==> src/rtl/psg_mixer_pkg.sv <==
// Shared definitions for the dual-PSG stereo mixer: mode encodings, FSM states,
// level constants and the per-channel panning helper.
package psg_mixer_pkg;

    localparam int CHAN_W   = 12;
    localparam int SAMPLE_W = 14;
    localparam int ACC_W    = 15;

    localparam logic [1:0] MODE_MONO = 2'b00;
    localparam logic [1:0] MODE_ABC  = 2'b01;
    localparam logic [1:0] MODE_ACB  = 2'b10;

    localparam logic [SAMPLE_W-1:0] SAT_MAX    = 14'd16383;
    localparam logic [CHAN_W-1:0]   BEEP_LEVEL = 12'd4095;

    typedef enum logic [1:0] {
        IDLE = 2'd0,
        ACC  = 2'd1,
        OUT  = 2'd2
    } state_t;

    typedef struct packed {
        logic [ACC_W-1:0] l;
        logic [ACC_W-1:0] r;
    } contrib_t;

    // chan: 0 = A, 1 = B, 2 = C. Mode 11 falls through to mono.
    function automatic contrib_t chan_contrib(input logic [1:0] mode,
                                              input logic [1:0] chan,
                                              input logic [CHAN_W-1:0] level);
        contrib_t         c;
        logic [ACC_W-1:0] full;
        logic [ACC_W-1:0] half;
        full = {3'b000, level};
        half = {4'b0000, level[CHAN_W-1:1]};
        c.l  = full;
        c.r  = full;
        case (mode)
            MODE_ABC: begin
                case (chan)
                    2'd0:    begin c.l = full;     c.r = '0;   end
                    2'd1:    begin c.l = half;     c.r = half; end
                    default: begin c.l = '0;       c.r = full; end
                endcase
            end
            MODE_ACB: begin
                case (chan)
                    2'd0:    begin c.l = full;     c.r = '0;   end
                    2'd1:    begin c.l = '0;       c.r = full; end
                    default: begin c.l = half;     c.r = half; end
                endcase
            end
            default: begin
                c.l = full;
                c.r = full;
            end
        endcase
        return c;
    endfunction

    function automatic logic [SAMPLE_W-1:0] sat14(input logic [ACC_W-1:0] v);
        return (v > {1'b0, SAT_MAX}) ? SAT_MAX : v[SAMPLE_W-1:0];
    endfunction

endpackage

==> src/rtl/psg_mixer_sigma_delta_dac.sv <==
// First-order sigma-delta DAC: the carry out of a WIDTH-bit phase accumulator
// is the bitstream, so the ones density equals sample / 2**WIDTH.
module sigma_delta_dac #(
    parameter int WIDTH = 14
) (
    input  logic             clock,
    input  logic             reset,
    input  logic [WIDTH-1:0] sample,
    output logic             pdm
);

    logic [WIDTH:0] acc_q;
    logic [WIDTH:0] acc_d;

    always_comb begin
        acc_d = {1'b0, acc_q[WIDTH-1:0]} + {1'b0, sample};
    end

    always_ff @(posedge clock) begin
        if (!reset) begin
            acc_q <= '0;
        end else begin
            acc_q <= acc_d;
        end
    end

    assign pdm = acc_q[WIDTH];

endmodule

==> src/rtl/psg_mixer.sv <==
// Dual-PSG stereo mixer: serially accumulates six channels plus beeper, one per
// clock, then saturates to 14 bits. Define TURBOSOUND_EN to mix the second PSG.
module psg_mixer
    import psg_mixer_pkg::*;
(
    input  logic                clock,
    input  logic                reset,
    input  logic                ce,
    input  logic [1:0]          mode,
    input  logic [CHAN_W-1:0]   a1,
    input  logic [CHAN_W-1:0]   b1,
    input  logic [CHAN_W-1:0]   c1,
    input  logic [CHAN_W-1:0]   a2,
    input  logic [CHAN_W-1:0]   b2,
    input  logic [CHAN_W-1:0]   c2,
    input  logic                beep,
    output logic [SAMPLE_W-1:0] left,
    output logic [SAMPLE_W-1:0] right,
    output logic                valid,
    output logic                pdm_l,
    output logic                pdm_r
);

`ifdef TURBOSOUND_EN
    localparam int NUM_CH = 6;
`else
    localparam int NUM_CH = 3;
    // Second PSG is deliberately left unconnected in this build.
    logic unused_psg2;
    assign unused_psg2 = ^{a2, b2, c2};
`endif

    state_t                          state_q, state_d;
    logic [2:0]                      step_q, step_d;
    logic [ACC_W-1:0]                acc_l_q, acc_l_d;
    logic [ACC_W-1:0]                acc_r_q, acc_r_d;
    logic [NUM_CH-1:0][CHAN_W-1:0]   snap_q, snap_d;
    logic                            beep_q, beep_d;
    logic [1:0]                      mode_q, mode_d;
    logic [SAMPLE_W-1:0]             left_q, left_d;
    logic [SAMPLE_W-1:0]             right_q, right_d;
    logic                            valid_q, valid_d;

    logic [CHAN_W-1:0]               level;
    logic [1:0]                      chan;
    contrib_t                        add;
    logic [ACC_W-1:0]                sum_l;
    logic [ACC_W-1:0]                sum_r;

    // Source selection for the current step; steps 3-5 contribute zero
    // when the second PSG is not built in.
    always_comb begin
        level = '0;
        chan  = 2'd0;
        case (step_q)
            3'd0: begin level = snap_q[0]; chan = 2'd0; end
            3'd1: begin level = snap_q[1]; chan = 2'd1; end
            3'd2: begin level = snap_q[2]; chan = 2'd2; end
`ifdef TURBOSOUND_EN
            3'd3: begin level = snap_q[3]; chan = 2'd0; end
            3'd4: begin level = snap_q[4]; chan = 2'd1; end
            3'd5: begin level = snap_q[5]; chan = 2'd2; end
`else
            3'd3: begin level = '0; chan = 2'd0; end
            3'd4: begin level = '0; chan = 2'd1; end
            3'd5: begin level = '0; chan = 2'd2; end
`endif
            default: begin level = '0; chan = 2'd0; end
        endcase

        if (step_q == 3'd6) begin
            add.l = beep_q ? {3'b000, BEEP_LEVEL} : '0;
            add.r = add.l;
        end else begin
            add = chan_contrib(mode_q, chan, level);
        end

        sum_l = acc_l_q + add.l;
        sum_r = acc_r_q + add.r;
    end

    always_comb begin
        state_d = state_q;
        step_d  = step_q;
        acc_l_d = acc_l_q;
        acc_r_d = acc_r_q;
        snap_d  = snap_q;
        beep_d  = beep_q;
        mode_d  = mode_q;
        left_d  = left_q;
        right_d = right_q;
        valid_d = 1'b0;

        case (state_q)
            IDLE: begin
                if (ce) begin
`ifdef TURBOSOUND_EN
                    snap_d = {c2, b2, a2, c1, b1, a1};
`else
                    snap_d = {c1, b1, a1};
`endif
                    beep_d  = beep;
                    mode_d  = mode;
                    acc_l_d = '0;
                    acc_r_d = '0;
                    step_d  = 3'd0;
                    state_d = ACC;
                end
            end
            ACC: begin
                acc_l_d = sum_l;
                acc_r_d = sum_r;
                if (step_q == 3'd6) begin
                    // Saturated result is registered on the edge into OUT so
                    // that left/right change in the same cycle valid is high.
                    left_d  = sat14(sum_l);
                    right_d = sat14(sum_r);
                    valid_d = 1'b1;
                    step_d  = 3'd0;
                    state_d = OUT;
                end else begin
                    step_d = step_q + 3'd1;
                end
            end
            OUT: begin
                step_d  = 3'd0;
                state_d = IDLE;
            end
            default: begin
                step_d  = 3'd0;
                state_d = IDLE;
            end
        endcase
    end

    always_ff @(posedge clock) begin
        if (!reset) begin
            state_q <= IDLE;
            step_q  <= '0;
            acc_l_q <= '0;
            acc_r_q <= '0;
            snap_q  <= '0;
            beep_q  <= 1'b0;
            mode_q  <= MODE_MONO;
            left_q  <= '0;
            right_q <= '0;
            valid_q <= 1'b0;
        end else begin
            state_q <= state_d;
            step_q  <= step_d;
            acc_l_q <= acc_l_d;
            acc_r_q <= acc_r_d;
            snap_q  <= snap_d;
            beep_q  <= beep_d;
            mode_q  <= mode_d;
            left_q  <= left_d;
            right_q <= right_d;
            valid_q <= valid_d;
        end
    end

    assign left  = left_q;
    assign right = right_q;
    assign valid = valid_q;

    sigma_delta_dac #(.WIDTH(SAMPLE_W)) u_dac_l (
        .clock  (clock),
        .reset  (reset),
        .sample (left_q),
        .pdm    (pdm_l)
    );

    sigma_delta_dac #(.WIDTH(SAMPLE_W)) u_dac_r (
        .clock  (clock),
        .reset  (reset),
        .sample (right_q),
        .pdm    (pdm_r)
    );

endmodule

==> config.mk <==
export PLATFORM = sky130hd
export DESIGN_NAME = psg_mixer
export DESIGN_NICKNAME = d
export VERILOG_FILES = /design/src/rtl/psg_mixer_pkg.sv /design/src/rtl/psg_mixer_sigma_delta_dac.sv /design/src/rtl/psg_mixer.sv
export SDC_FILE = /design/constraint.sdc
export NUM_CORES = 1
export LEC_CHECK = 0
export ABC_CLOCK_PERIOD_IN_PS = 3990
export CELL_PAD_IN_SITES_DETAIL_PLACEMENT = 1
export CELL_PAD_IN_SITES_GLOBAL_PLACEMENT = 2
export CORE_MARGIN = 1.5
export CORE_UTILIZATION = 38
export DETAILED_ROUTE_END_ITERATION = 6
export DONT_BUFFER_PORTS = 1
export GPL_ROUTABILITY_DRIVEN = 0
export PLACE_DENSITY_LB_ADDON = 0.1
export SYNTH_ARGS = -nofsm -noshare
export SYNTH_HDL_FRONTEND = slang
export SYNTH_HIERARCHICAL = 1
export SYNTH_SLANG_ARGS = --single-unit
==> constraint.sdc <==
create_clock -name clock -period 3.99 [get_ports clock]
set_input_delay 0.399 -clock clock [delete_from_list [all_inputs] [get_ports clock]]
set_output_delay 0.399 -clock clock [all_outputs]
set_load 0.02 [all_outputs]
### Word-level counts from Yosys, hierarchy flattened

Cells that the tools add are included.

* $add $sub $neg: 5
* $lt $le $gt $ge: 2
* equality and inequality tests: 11
* multiplexer cells: 19
* reduce and logical (&&, ||, !) cells: 11

Operator list (number)
* 27-bit one-hot mux with 2 select lines: 2
* 15-bit one-hot mux with 2 select lines: 2
* 30-bit one-hot mux with 2 select lines: 1
* 12-bit one-hot mux with 3 select lines: 1
* 14-bit by 14-bit adder with 15-bit output: 2
* 15-bit adder: 2
* 15-bit by 14-bit greater-than comparator with 1-bit output, second input constant: 2
* 30-bit two-way mux: 1
* 14-bit two-way mux: 2
* 15-bit two-way mux: 1
* 12-bit two-way mux: 1
* 2-bit AND reduction: 5
* 3-bit == test, second input constant: 3
* 2-bit one-hot mux with 2 select lines: 2
* 2-bit by 1-bit == test with 1-bit output, second input constant: 3
* 3-bit two-way mux: 2
* 3-bit one-hot mux with 2 select lines: 1
* 2-bit logical NOT: 2
* 2-bit two-way mux: 2
* 2-bit != test, second input constant: 2
* 2-bit OR reduction: 2
* 3-bit by 1-bit adder with 3-bit output, second input constant: 1
* 3-bit by 1-bit == test with 1-bit output, second input constant: 1
* 3-bit by 2-bit == test with 1-bit output, second input constant: 1
* other kinds (4): 4

* register bits: 133
* output and inout port bits: 31
* input port bits: 78
* logic and storage cells: 62

### Logic depth before layout (Yosys ltp)

Gate-level depths: netlist (run 1).

* word-level depth: 10
* gate-level depth with buffers: 18
* gate-level depth less buffers: 16

### Cells and area by module

The synthesis (run 1) kept the hierarchy.

Modules (own cells, without submodules)
* psg_mixer: instances 1, cells each 840, area an instance 6296.0 um^2
* sigma_delta_dac: instances 2, cells each 118, area an instance 1078.5 um^2

### Least setup slack after synthesis (run 1)

Ideal clock, no wire load.

* path type: register to register
* from: reg mode_q[0]
* to: reg left_q[10] (netlist: left[10])
* stages on the path, launching flop included: 17
* arrival: 3368 ps
* path slack: 564 ps
* clock period less this slack: 3426 ps
* cell sequence: dfxtp_1 > inv_1 > ha_1 > clkbuf_1 > clkbuf_1 > nor3_1 > o21ai_0 > ha_1 > inv_1 > fa_1 > nand2b_1 > a21o_1 > a21o_1 > a21oi_4 > mux2i_4 > buf_6 > o221a_2

* word-level cells in the longest chain between the ends: 6

Ends and longest elaborated chain
* start, declared: RTL line psg_mixer.sv:39 `logic [1:0] mode_q, mode_d;`
* start signal, assigned: RTL line psg_mixer.sv:155 `mode_q <= mode_d;`
* 2-bit == test or 2-bit by 1-bit == test with 1-bit output (tied branches): RTL line psg_mixer_pkg.sv:38 `case (mode)`
* 30-bit one-hot mux with 2 select lines *: RTL line psg_mixer_pkg.sv:38
* 30-bit two-way mux *: RTL line psg_mixer.sv:71 `if (step_q == 3'd6) begin`
* 15-bit adder *: RTL line psg_mixer.sv:78 `sum_l = acc_l_q + add.l;`
* 15-bit by 14-bit greater-than comparator with 1-bit output: RTL line psg_mixer_pkg.sv:62 `return (v > {1'b0, SAT_MAX}) ? SAT_MAX : v[SAMPLE_W-1:0];`
* 14-bit two-way mux *: RTL line psg_mixer_pkg.sv:62
* end signal, assigned: RTL line psg_mixer.sv:156 `left_q <= left_d;`
* end, declared: RTL line psg_mixer.sv:40 `logic [SAMPLE_W-1:0] left_q, left_d;`

Every way passes the cells marked *; elsewhere a longest branch is shown, timed or not.
A chain may end at the register's enable or synchronous reset.

### Worst setup path in the final report (run 1)

* from: reg step_q[0]
* to: reg acc_r_q[11]

* word-level cells in the longest chain between the ends: 9

Ends and longest elaborated chain
* start, declared: RTL line psg_mixer.sv:34 `logic [2:0] step_q, step_d;`
* start signal, assigned: RTL line psg_mixer.sv:150 `step_q <= step_d;`
* 3-bit == test (tied with other cells): RTL line psg_mixer.sv:55 `case (step_q)`
* 2-bit OR reduction (no line)
* 2-bit one-hot mux with 2 select lines: RTL line psg_mixer.sv:55
* 2-bit by 1-bit == test with 1-bit output or 2-bit logical NOT (tied branches): RTL line psg_mixer_pkg.sv:40, psg_mixer_pkg.sv:47
* 27-bit one-hot mux with 2 select lines (on tied branches): RTL line psg_mixer_pkg.sv:47, psg_mixer_pkg.sv:40
* 30-bit one-hot mux with 2 select lines: RTL line psg_mixer_pkg.sv:38
* 30-bit two-way mux *: RTL line psg_mixer.sv:71
* 15-bit adder *: RTL line psg_mixer.sv:79 `sum_r = acc_r_q + add.r;`
* 15-bit one-hot mux with 2 select lines *: RTL line psg_mixer.sv:94 `case (state_q)`
* end signal, assigned: RTL line psg_mixer.sv:152 `acc_r_q <= acc_r_d;`
* end, declared: RTL line psg_mixer.sv:36 `logic [ACC_W-1:0] acc_r_q, acc_r_d;`

Marked as above.

==> flow_results.xml, run 1 <==
<?xml version="1.0" encoding="UTF-8"?>
<metrics>
  <group name="sta">
    <metric name="clock_skew" unit="ns">0.00761</metric>
    <metric name="slew_headroom" unit="%">36.1</metric>
    <metric name="finalWorstPathRequiredPeriod" unit="ns">3.63</metric>
    <metric name="final.setup.tns" unit="ns">0</metric>
    <metric name="hold_viol_final" unit="">0</metric>
    <metric name="period_share" unit="%">91.0</metric>
    <metric name="timing.final.max_slew_violations" unit="">0</metric>
    <metric name="tightest_slew" unit="ns">0.959</metric>
    <metric name="fin_hold_ws" unit="ns">0.0894</metric>
    <metric name="max_freq" unit="GHz">0.275</metric>
    <metric name="rsz_0062_raised_after_global_routing" unit="">false</metric>
    <metric name="final-setup-viol-count" unit="">0</metric>
  </group>
  <group name="clock_tree">
    <metric name="ctsLongestPathBuffers" unit="">2</metric>
    <metric name="clock_insertion_delay_worst_skew" unit="ns">0.43</metric>
    <metric name="tritoncts_clock_tree" unit="">built</metric>
    <metric name="inserted_clock_buffers" unit="">17</metric>
    <metric name="ctsResizeCount" unit="">0</metric>
    <metric name="clock_tree.htree_level_count" unit="">4</metric>
    <metric name="tritoncts_num_sinks" unit="">133</metric>
    <metric name="cts-root-buf" unit="">sky130_fd_sc_hd__clkbuf_16</metric>
    <metric name="clk_pin_slew" unit="ns">0.06</metric>
  </group>
  <group name="worst_setup_path">
    <metric name="crit_path_cell_trace" unit="">buf_4, nand2_1, or2_2, a21oi_1, nor3_1, o21ai_0, ha_1, a21o_1, a31oi_2, a21oi_1, o41ai_2, xnor2_1, a32o_1</metric>
    <metric name="cp_slowest_stage_delay" unit="ns">0.48</metric>
    <metric name="critical_path_start_type" unit="">register</metric>
    <metric name="cp.required" unit="ns">4.32</metric>
    <metric name="critical_path.endpoint_type" unit="">register</metric>
    <metric name="timing.critical_path.mode_cell" unit="">sky130_fd_sc_hd__a21oi_1</metric>
    <metric name="worst-setup-path-type" unit="">reg -&gt; reg</metric>
    <metric name="crit_slowest_cell" unit="">sky130_fd_sc_hd__dfxtp_1</metric>
    <metric name="crit_path_max_fanout" unit="">15</metric>
    <metric name="timing.critical_path.arrival" unit="ns">3.96</metric>
  </group>
  <group name="yosys">
    <metric name="synthesis.yosys.warnings" unit="">6</metric>
    <metric name="synth_fp_nets" unit="">1212</metric>
    <metric name="yosysUniqueCellTypes" unit="">75</metric>
    <metric name="synth_enable_flop_cells" unit="">0</metric>
    <metric name="postSynthCellCount" unit="">1076</metric>
    <metric name="ys_seq_area_share" unit="%">31.5</metric>
    <metric name="post_synth.cell_area_avg" unit="sq um">7.86</metric>
    <metric name="async_flop_share" unit="%">0</metric>
    <metric name="synthesis.area" unit="sq mm">0.00845</metric>
    <metric name="synth_top_flop_cell" unit="">sky130_fd_sc_hd__dfxtp_1</metric>
    <metric name="number_of_flip_flops_and_latches_in_the_synthesized_netlist" unit="">133</metric>
  </group>
  <group name="floorplanning">
    <metric name="die_height" unit="um">152</metric>
    <metric name="fp.coreArea" unit="sq mm">0.0218</metric>
    <metric name="fp.dieArea" unit="sq mm">0.0231</metric>
    <metric name="io-pin-count" unit="">109</metric>
    <metric name="floorplan.die.width" unit="um">152</metric>
    <metric name="starting_density_of_the_core" unit="%">38.7</metric>
    <metric name="number_of_cell_rows" unit="">54</metric>
  </group>
  <group name="pwr">
    <metric name="power_density" unit="mW/mm^2">398</metric>
    <metric name="vdd_drop_max" unit="V">0.000267</metric>
    <metric name="total_power" unit="W">0.00376</metric>
    <metric name="power.static_leakage" unit="nW">3.95</metric>
  </group>
  <group name="detailed_routing">
    <metric name="routed_via_density" unit="">5.66</metric>
    <metric name="drt_iter0_drc" unit="">361</metric>
    <metric name="drtPass1Iterations" unit="">4</metric>
    <metric name="drtAntennaViolNets" unit="">0</metric>
    <metric name="post-route-drc-count" unit="">0</metric>
    <metric name="avgRoutedWirePerCell" unit="um">18.4</metric>
    <metric name="detailed_route_wl" unit="mm">25.0</metric>
    <metric name="via_count" unit="">7695</metric>
  </group>
  <group name="final_layout">
    <metric name="drive_above_1_share" unit="%">12.9</metric>
    <metric name="nets" unit="">1204</metric>
    <metric name="area_growth_syn_to_layout" unit="%">11.7</metric>
    <metric name="layout.filler_cells" unit="">2667</metric>
    <metric name="top_library_cells_by_usage_in_the_layout_fill_and_taps_aside" unit="">sky130_fd_sc_hd__nand2_1, sky130_fd_sc_hd__a21oi_1, sky130_fd_sc_hd__dfxtp_1</metric>
    <metric name="antennaDiodeCount" unit="">0</metric>
    <metric name="most_frequent_standard_cell_in_the_layout_excluding_fill_and_tap_cells" unit="">sky130_fd_sc_hd__nand2_1</metric>
  </group>
  <group name="placement">
    <metric name="place.port_buffers" unit="">0</metric>
    <metric name="detail_placement_hpwl" unit="mm">18.1</metric>
  </group>
  <group name="global_route">
    <metric name="gr-total-overflow" unit="">0</metric>
    <metric name="antenna_found_initial" unit="">0</metric>
    <metric name="number_of_global_route_vias_before_repair" unit="">7574</metric>
    <metric name="wire_length_of_the_first_global_routing_pass" unit="mm">40.3</metric>
    <metric name="grt_start_max_net_pins" unit="">81</metric>
    <metric name="global_route.usage.total" unit="%">21.7</metric>
  </group>
  <group name="status">
    <metric name="outcome" unit="">complete, no violations</metric>
  </group>
  <group name="flow_run">
    <metric name="max_cap_violations" unit="">0</metric>
  </group>
  <group name="min_path">
    <metric name="hold_path.class" unit="">in -&gt; reg</metric>
  </group>
</metrics>
==> cell usage after synthesis (3+ instances only) <==
cell / number / area [sq um]
sky130_fd_sc_hd__a211oi_1: 5 / 37.5
sky130_fd_sc_hd__a211oi_2: 7 / 87.6
sky130_fd_sc_hd__a21o_1: 22 / 165
sky130_fd_sc_hd__a21oi_1: 155 / 776
sky130_fd_sc_hd__a21oi_2: 3 / 26.3
sky130_fd_sc_hd__a221o_1: 3 / 30.0
sky130_fd_sc_hd__a31oi_1: 8 / 50.1
sky130_fd_sc_hd__a32o_1: 3 / 30.0
sky130_fd_sc_hd__and2_1: 21 / 131
sky130_fd_sc_hd__and3_1: 11 / 68.8
sky130_fd_sc_hd__buf_2: 4 / 20.0
sky130_fd_sc_hd__clkbuf_1: 59 / 221
sky130_fd_sc_hd__dfxtp_1: 133 / 2660
sky130_fd_sc_hd__fa_1: 4 / 80.1
sky130_fd_sc_hd__ha_1: 54 / 676
sky130_fd_sc_hd__inv_1: 22 / 82.6
sky130_fd_sc_hd__mux2i_1: 17 / 170
sky130_fd_sc_hd__nand2_1: 170 / 638
sky130_fd_sc_hd__nand2b_1: 18 / 113
sky130_fd_sc_hd__nand3_1: 30 / 150
sky130_fd_sc_hd__nand3b_1: 5 / 37.5
sky130_fd_sc_hd__nand4_1: 3 / 18.8
sky130_fd_sc_hd__nor2_1: 50 / 188
sky130_fd_sc_hd__nor2b_1: 9 / 56.3
sky130_fd_sc_hd__nor3_1: 51 / 255
sky130_fd_sc_hd__o211a_1: 3 / 30.0
sky130_fd_sc_hd__o211ai_1: 10 / 75.1
sky130_fd_sc_hd__o21a_1: 6 / 45.0
sky130_fd_sc_hd__o21ai_0: 55 / 275
sky130_fd_sc_hd__o21bai_1: 4 / 30.0
sky130_fd_sc_hd__o221a_2: 26 / 293
sky130_fd_sc_hd__or2_2: 10 / 62.6
sky130_fd_sc_hd__or3_1: 7 / 43.8
sky130_fd_sc_hd__xnor2_1: 23 / 201
sky130_fd_sc_hd__xor2_1: 7 / 61.3
==> final cells by class <==
class	count	area [sq um]	share of cell area [%]
Clock buffer	18	439	4.65
Clock inverter	12	133	1.40
Inverter	23	86.3	0.915
Multi-Input combinational cell	852	5440	57.6
Sequential cell	133	2660	28.2
Tap cell	280	350	3.71
Timing Repair Buffer	41	333	3.53
==> path summary, 6_finish.rpt <==
kind                                         end  slack, ns  startpoint  depth (start not counted)
worst max-delay path                 acc_r_q[11]       0.36   step_q[0]                         13
worst min-delay path            u_dac_r/acc_q[6]       0.09       reset                          1
worst max register to register       acc_r_q[11]       0.36   step_q[0]                         13
worst min register to register        snap_q[17]       0.45  snap_q[17]                          2
==> stage by stage <==
step,setup slack [ns],cell area [sq um],utilization [%],instances
final,0.358,9440,43.3,1359
after global routing,0.102,9440,43.3,1359
after floorplan,0.564,8450,-,1076
after CTS,0.214,9430,43.2,1357
after detailed placement,0.194,8850,40.6,1327
after global placement,0.245,8850,40.6,1327
==> report_power, final <==
part | total [W] | switching [W] | leakage (nW) | internal [W]
clock | 0.00157 | 0.000641 | 0.274 | 0.000929
sequential | 0.00142 | 0.0000397 | 1.08 | 0.00138
combinational | 0.000769 | 0.000475 | 2.59 | 0.000294
total | 0.00376 | 0.00116 | 3.95 | 0.00260
==> metal layers <==
layer,up-vias,routed length [um],GRT usage (%)
li1,3855,-,-
met1,3727,12100,28.1
met2,92,11900,37.1
met3,21,664,3.41
met5,-,0,0
met4,0,328,6.10
==> state kept, by name, summed over array words and instances, names as in the netlist <==
name	count
acc_l_q	15
mode_q	2
u_dac_l/acc_q	15
beep_q	1
state_q	2
u_dac_r/acc_q	15
step_q	3
right	14
snap_q	36
acc_r_q	15
valid	1
left	14
==> logic make-up after synthesis <==
group           share of synthesized area, %
buf+inv                                 4.28
compound gates                          26.0
simple gates                            23.6
fa+ha+maj                               8.94
xor+xnor                                3.11
flops                                   31.5
mux                                     2.58
==> repair_timing <==
item / 4_1_cts / 5_1_grt
hold buffers: 0 / 0
setup endpoints to repair: 0 / 2
buffers inserted: 0 / 2
==> worst max-delay path: cells and delay by family, from the launching register on <==
family | cells | cell delay [ns]
AOI/OAI and AO/OA | 7 | 1.71
and+or+nand+nor | 3 | 0.50
DFF | 1 | 0.48
adders and majority gates | 1 | 0.39
buffers and inverters | 1 | 0.26
xor gates and xnor gates | 1 | 0.17
(Power assumes the default switching activity.)
==> inputs of run 2 (changes only) <==
--- a/config.mk
+++ b/config.mk
@@ -14,6 +14,7 @@
 export DONT_BUFFER_PORTS = 1
 export GPL_ROUTABILITY_DRIVEN = 0
 export PLACE_DENSITY_LB_ADDON = 0.1
+export REMOVE_ABC_BUFFERS = 1
 export SYNTH_ARGS = -nofsm -noshare
 export SYNTH_HDL_FRONTEND = slang
 export SYNTH_HIERARCHICAL = 1
==> flow_results.xml, run 2 (same netlist as run 1, synthesis figures left out) <==
<?xml version="1.0" encoding="UTF-8"?>
<metrics>
  <group name="status">
    <metric name="outcome" unit="">complete, no violations</metric>
  </group>
  <group name="clock_tree">
    <metric name="tritoncts_num_sinks" unit="">133</metric>
    <metric name="clk_pin_slew" unit="ns">0.06</metric>
    <metric name="clock_tree.htree_level_count" unit="">4</metric>
    <metric name="cts-root-buf" unit="">sky130_fd_sc_hd__clkbuf_16</metric>
    <metric name="tritoncts_clock_tree" unit="">built</metric>
    <metric name="ctsLongestPathBuffers" unit="">2</metric>
    <metric name="inserted_clock_buffers" unit="">17</metric>
    <metric name="hold_buffers" unit="">0</metric>
    <metric name="clock_insertion_delay_worst_skew" unit="ns">0.43</metric>
  </group>
  <group name="worst_setup_path">
    <metric name="crit_cells" unit="">16</metric>
    <metric name="cp-endpoint" unit="">left[7]</metric>
    <metric name="regToRegStartpoint" unit="">step_q[0]</metric>
    <metric name="crit_slowest_cell" unit="">sky130_fd_sc_hd__dfxtp_2</metric>
    <metric name="crit_path_max_fanout" unit="">15</metric>
    <metric name="reg2regPathDepth" unit="">16</metric>
    <metric name="r2r_end" unit="">left[7]</metric>
    <metric name="timing.critical_path.arrival" unit="ns">4.07</metric>
    <metric name="cp_slowest_stage_delay" unit="ns">0.40</metric>
    <metric name="critical_path.endpoint_type" unit="">register</metric>
    <metric name="r2r_slack" unit="ns">0.29</metric>
    <metric name="cp.required" unit="ns">4.36</metric>
    <metric name="worst_setup_path_startpoint" unit="">step_q[0]</metric>
    <metric name="crit_path_cell_trace" unit="">buf_4, nor2_1, nand2_1, nor2_1, nor3_1, o21ai_0, ha_1, inv_1, fa_1, nand2b_1, a21o_1, a21o_1, a21oi_4, mux2i_4, buf_12, o221a_2</metric>
    <metric name="worst-setup-path-type" unit="">reg -&gt; reg</metric>
    <metric name="critical_path_start_type" unit="">register</metric>
    <metric name="worstPathBufferInverterCount" unit="">3</metric>
    <metric name="crit_path_leading_delay_family" unit="">compound AO/OA/AOI/OAI gates</metric>
  </group>
  <group name="pwr">
    <metric name="p_seq_share" unit="%">37.5</metric>
    <metric name="power.combinational.fraction" unit="%">20.1</metric>
    <metric name="pwr-share-clk" unit="%">42.4</metric>
    <metric name="switchingPower" unit="W">0.00113</metric>
    <metric name="power.static_leakage" unit="nW">3.95</metric>
    <metric name="power_density" unit="mW/mm^2">398</metric>
    <metric name="power_switching_share" unit="%">30.0</metric>
    <metric name="internal_power" unit="W">0.00265</metric>
    <metric name="vdd_drop_max" unit="V">0.000242</metric>
  </group>
  <group name="placement">
    <metric name="place_inst" unit="">1325</metric>
    <metric name="place_worst_setup_slack" unit="ns">-0.0391</metric>
    <metric name="dpl-instance-area" unit="sq mm">0.00884</metric>
    <metric name="place.port_buffers" unit="">0</metric>
    <metric name="detail_placement_hpwl" unit="mm">17.5</metric>
  </group>
  <group name="sta">
    <metric name="slew_headroom" unit="%">49.5</metric>
    <metric name="final-setup-viol-count" unit="">0</metric>
    <metric name="clock_skew" unit="ns">0.0109</metric>
    <metric name="rsz_0062_raised_after_global_routing" unit="">false</metric>
    <metric name="max_freq" unit="GHz">0.270</metric>
    <metric name="period_share" unit="%">92.7</metric>
    <metric name="finalWorstPathRequiredPeriod" unit="ns">3.70</metric>
    <metric name="tightest_slew" unit="ns">0.754</metric>
    <metric name="timing.final.max_slew_violations" unit="">0</metric>
    <metric name="hold_viol_final" unit="">0</metric>
    <metric name="setup_ws" unit="ns">0.291</metric>
  </group>
  <group name="floorplanning">
    <metric name="fp.coreArea" unit="sq mm">0.0218</metric>
    <metric name="starting_density_of_the_core" unit="%">38.7</metric>
    <metric name="die_height" unit="um">152</metric>
    <metric name="floorplan.die.width" unit="um">152</metric>
    <metric name="fp.dieArea" unit="sq mm">0.0231</metric>
    <metric name="io-pin-count" unit="">109</metric>
    <metric name="number_of_cell_rows" unit="">54</metric>
  </group>
  <group name="final_layout">
    <metric name="most_frequent_standard_cell_in_the_layout_excluding_fill_and_tap_cells" unit="">sky130_fd_sc_hd__nand2_1</metric>
    <metric name="largest_reg_flops" unit="">36</metric>
    <metric name="final_design_area_excluding_fillers" unit="sq mm">0.00948</metric>
    <metric name="top_reg_by_flops" unit="">snap_q</metric>
    <metric name="antennaDiodeCount" unit="">0</metric>
    <metric name="area_growth_syn_to_layout" unit="%">12.2</metric>
    <metric name="finish.utilization" unit="%">43.5</metric>
    <metric name="drive_above_1_share" unit="%">12.9</metric>
    <metric name="nets" unit="">1202</metric>
    <metric name="top_library_cells_by_usage_in_the_layout_fill_and_taps_aside" unit="">sky130_fd_sc_hd__nand2_1, sky130_fd_sc_hd__a21oi_1, sky130_fd_sc_hd__dfxtp_1</metric>
    <metric name="instances_no_fill" unit="">1359</metric>
  </group>
  <group name="detailed_routing">
    <metric name="routed_via_density" unit="">5.57</metric>
    <metric name="detail_route.wirelength.met1" unit="mm">11.9</metric>
    <metric name="drtPass1Iterations" unit="">4</metric>
    <metric name="drt_iter0_drc" unit="">258</metric>
    <metric name="post-route-drc-count" unit="">0</metric>
    <metric name="avgRoutedWirePerCell" unit="um">17.4</metric>
    <metric name="detailed_route_wl" unit="mm">23.7</metric>
    <metric name="drtAntennaViolNets" unit="">0</metric>
    <metric name="route.top_layer_used" unit="">met4</metric>
    <metric name="met2RoutedLength" unit="mm">10.9</metric>
    <metric name="met3WireLength" unit="um">615</metric>
    <metric name="via_count" unit="">7564</metric>
  </group>
  <group name="global_route">
    <metric name="number_of_global_route_vias_before_repair" unit="">7668</metric>
    <metric name="gr-total-overflow" unit="">0</metric>
    <metric name="wire_length_of_the_first_global_routing_pass" unit="mm">40.0</metric>
    <metric name="global_route.usage.total" unit="%">20.9</metric>
    <metric name="antenna_found_initial" unit="">0</metric>
    <metric name="grt_start_max_net_pins" unit="">81</metric>
  </group>
  <group name="flow_run">
    <metric name="max_cap_violations" unit="">0</metric>
  </group>
  <group name="min_path">
    <metric name="hold_path.class" unit="">in -&gt; reg</metric>
  </group>
</metrics>
==> run 2: cell types whose count changed in the layout (fill, tap and decap cells not counted), sizes merged <==
| cell | delta |
|---|---|
| clkinv | -3 |
| clkbuf | +3 |
| clkinvlp | +2 |
| buf | -2 |
==> run 2: stage by stage <==
step	hold slack (ns)	power, W	setup TNS (ns)
floorplan	0.436	0.00195	-14.81
global placement	0.453	0.00220	0
detailed placement	0.457	0.00221	-0.354
CTS	0.0848	0.00383	0
global route	0.0942	0.00398	0
finish	0.102	0.00378	0
==> run 2: worst min-delay path by stage <==
stage	slack, ns	depth (start not counted)	from	end
after floorplan	0.44	2	snap_q[11]	snap_q[11]
after global placement	0.45	2	snap_q[17]	snap_q[17]
after detailed placement	0.46	2	snap_q[18]	snap_q[18]
after CTS	0.08	2	b1[1]	snap_q[13]
after global routing	0.09	2	b1[9]	snap_q[21]
final	0.10	2	b1[5]	snap_q[17]
==> run 2: power groups by stage <==
stage                     Clock (W)  Combinational, W  Sequential (W)
after floorplan                   0          0.000514         0.00144
after global placement            0          0.000754         0.00144
after detailed placement          0          0.000760         0.00145
after CTS                   0.00165          0.000764         0.00142
after global routing        0.00170          0.000859         0.00142
final                       0.00160          0.000758         0.00142
==> run 2: layout make-up <==
cell class              count  area (sq um)
fillers                  2655         12300
multi-input cells         852          5450
flip-flops and latches    133          2660
clock buffers              21           470
well taps                 280           350
repair buffers             39           343
clock inverters            11           125
inverters                  23          86.3
==> run 2: timing repair <==
item / 4_1_cts / 5_1_grt
endpoints found under the setup margin: 27 / 27
setup buffers: 1 / 1
resized for setup: 1 / 1
pin swaps: 0 / 0
==> run 2: layer usage <==
layer	global-route usage (%)	vias up
met1	28.8	3612
met3	3.07	21
met4	5.69	0
met5	0	-
met2	34.2	86
li1	-	3845
==> inputs of run 3 (changes only) <==
--- a/config.mk
+++ b/config.mk
@@ -10,6 +10,7 @@
 export CELL_PAD_IN_SITES_GLOBAL_PLACEMENT = 2
 export CORE_MARGIN = 1.5
 export CORE_UTILIZATION = 38
+export CTS_CLUSTER_SIZE = 12
 export DETAILED_ROUTE_END_ITERATION = 6
 export DONT_BUFFER_PORTS = 1
 export GPL_ROUTABILITY_DRIVEN = 0
==> results of run 3 <==
The final DEF is identical to that of run 2; final timing and power are the same.
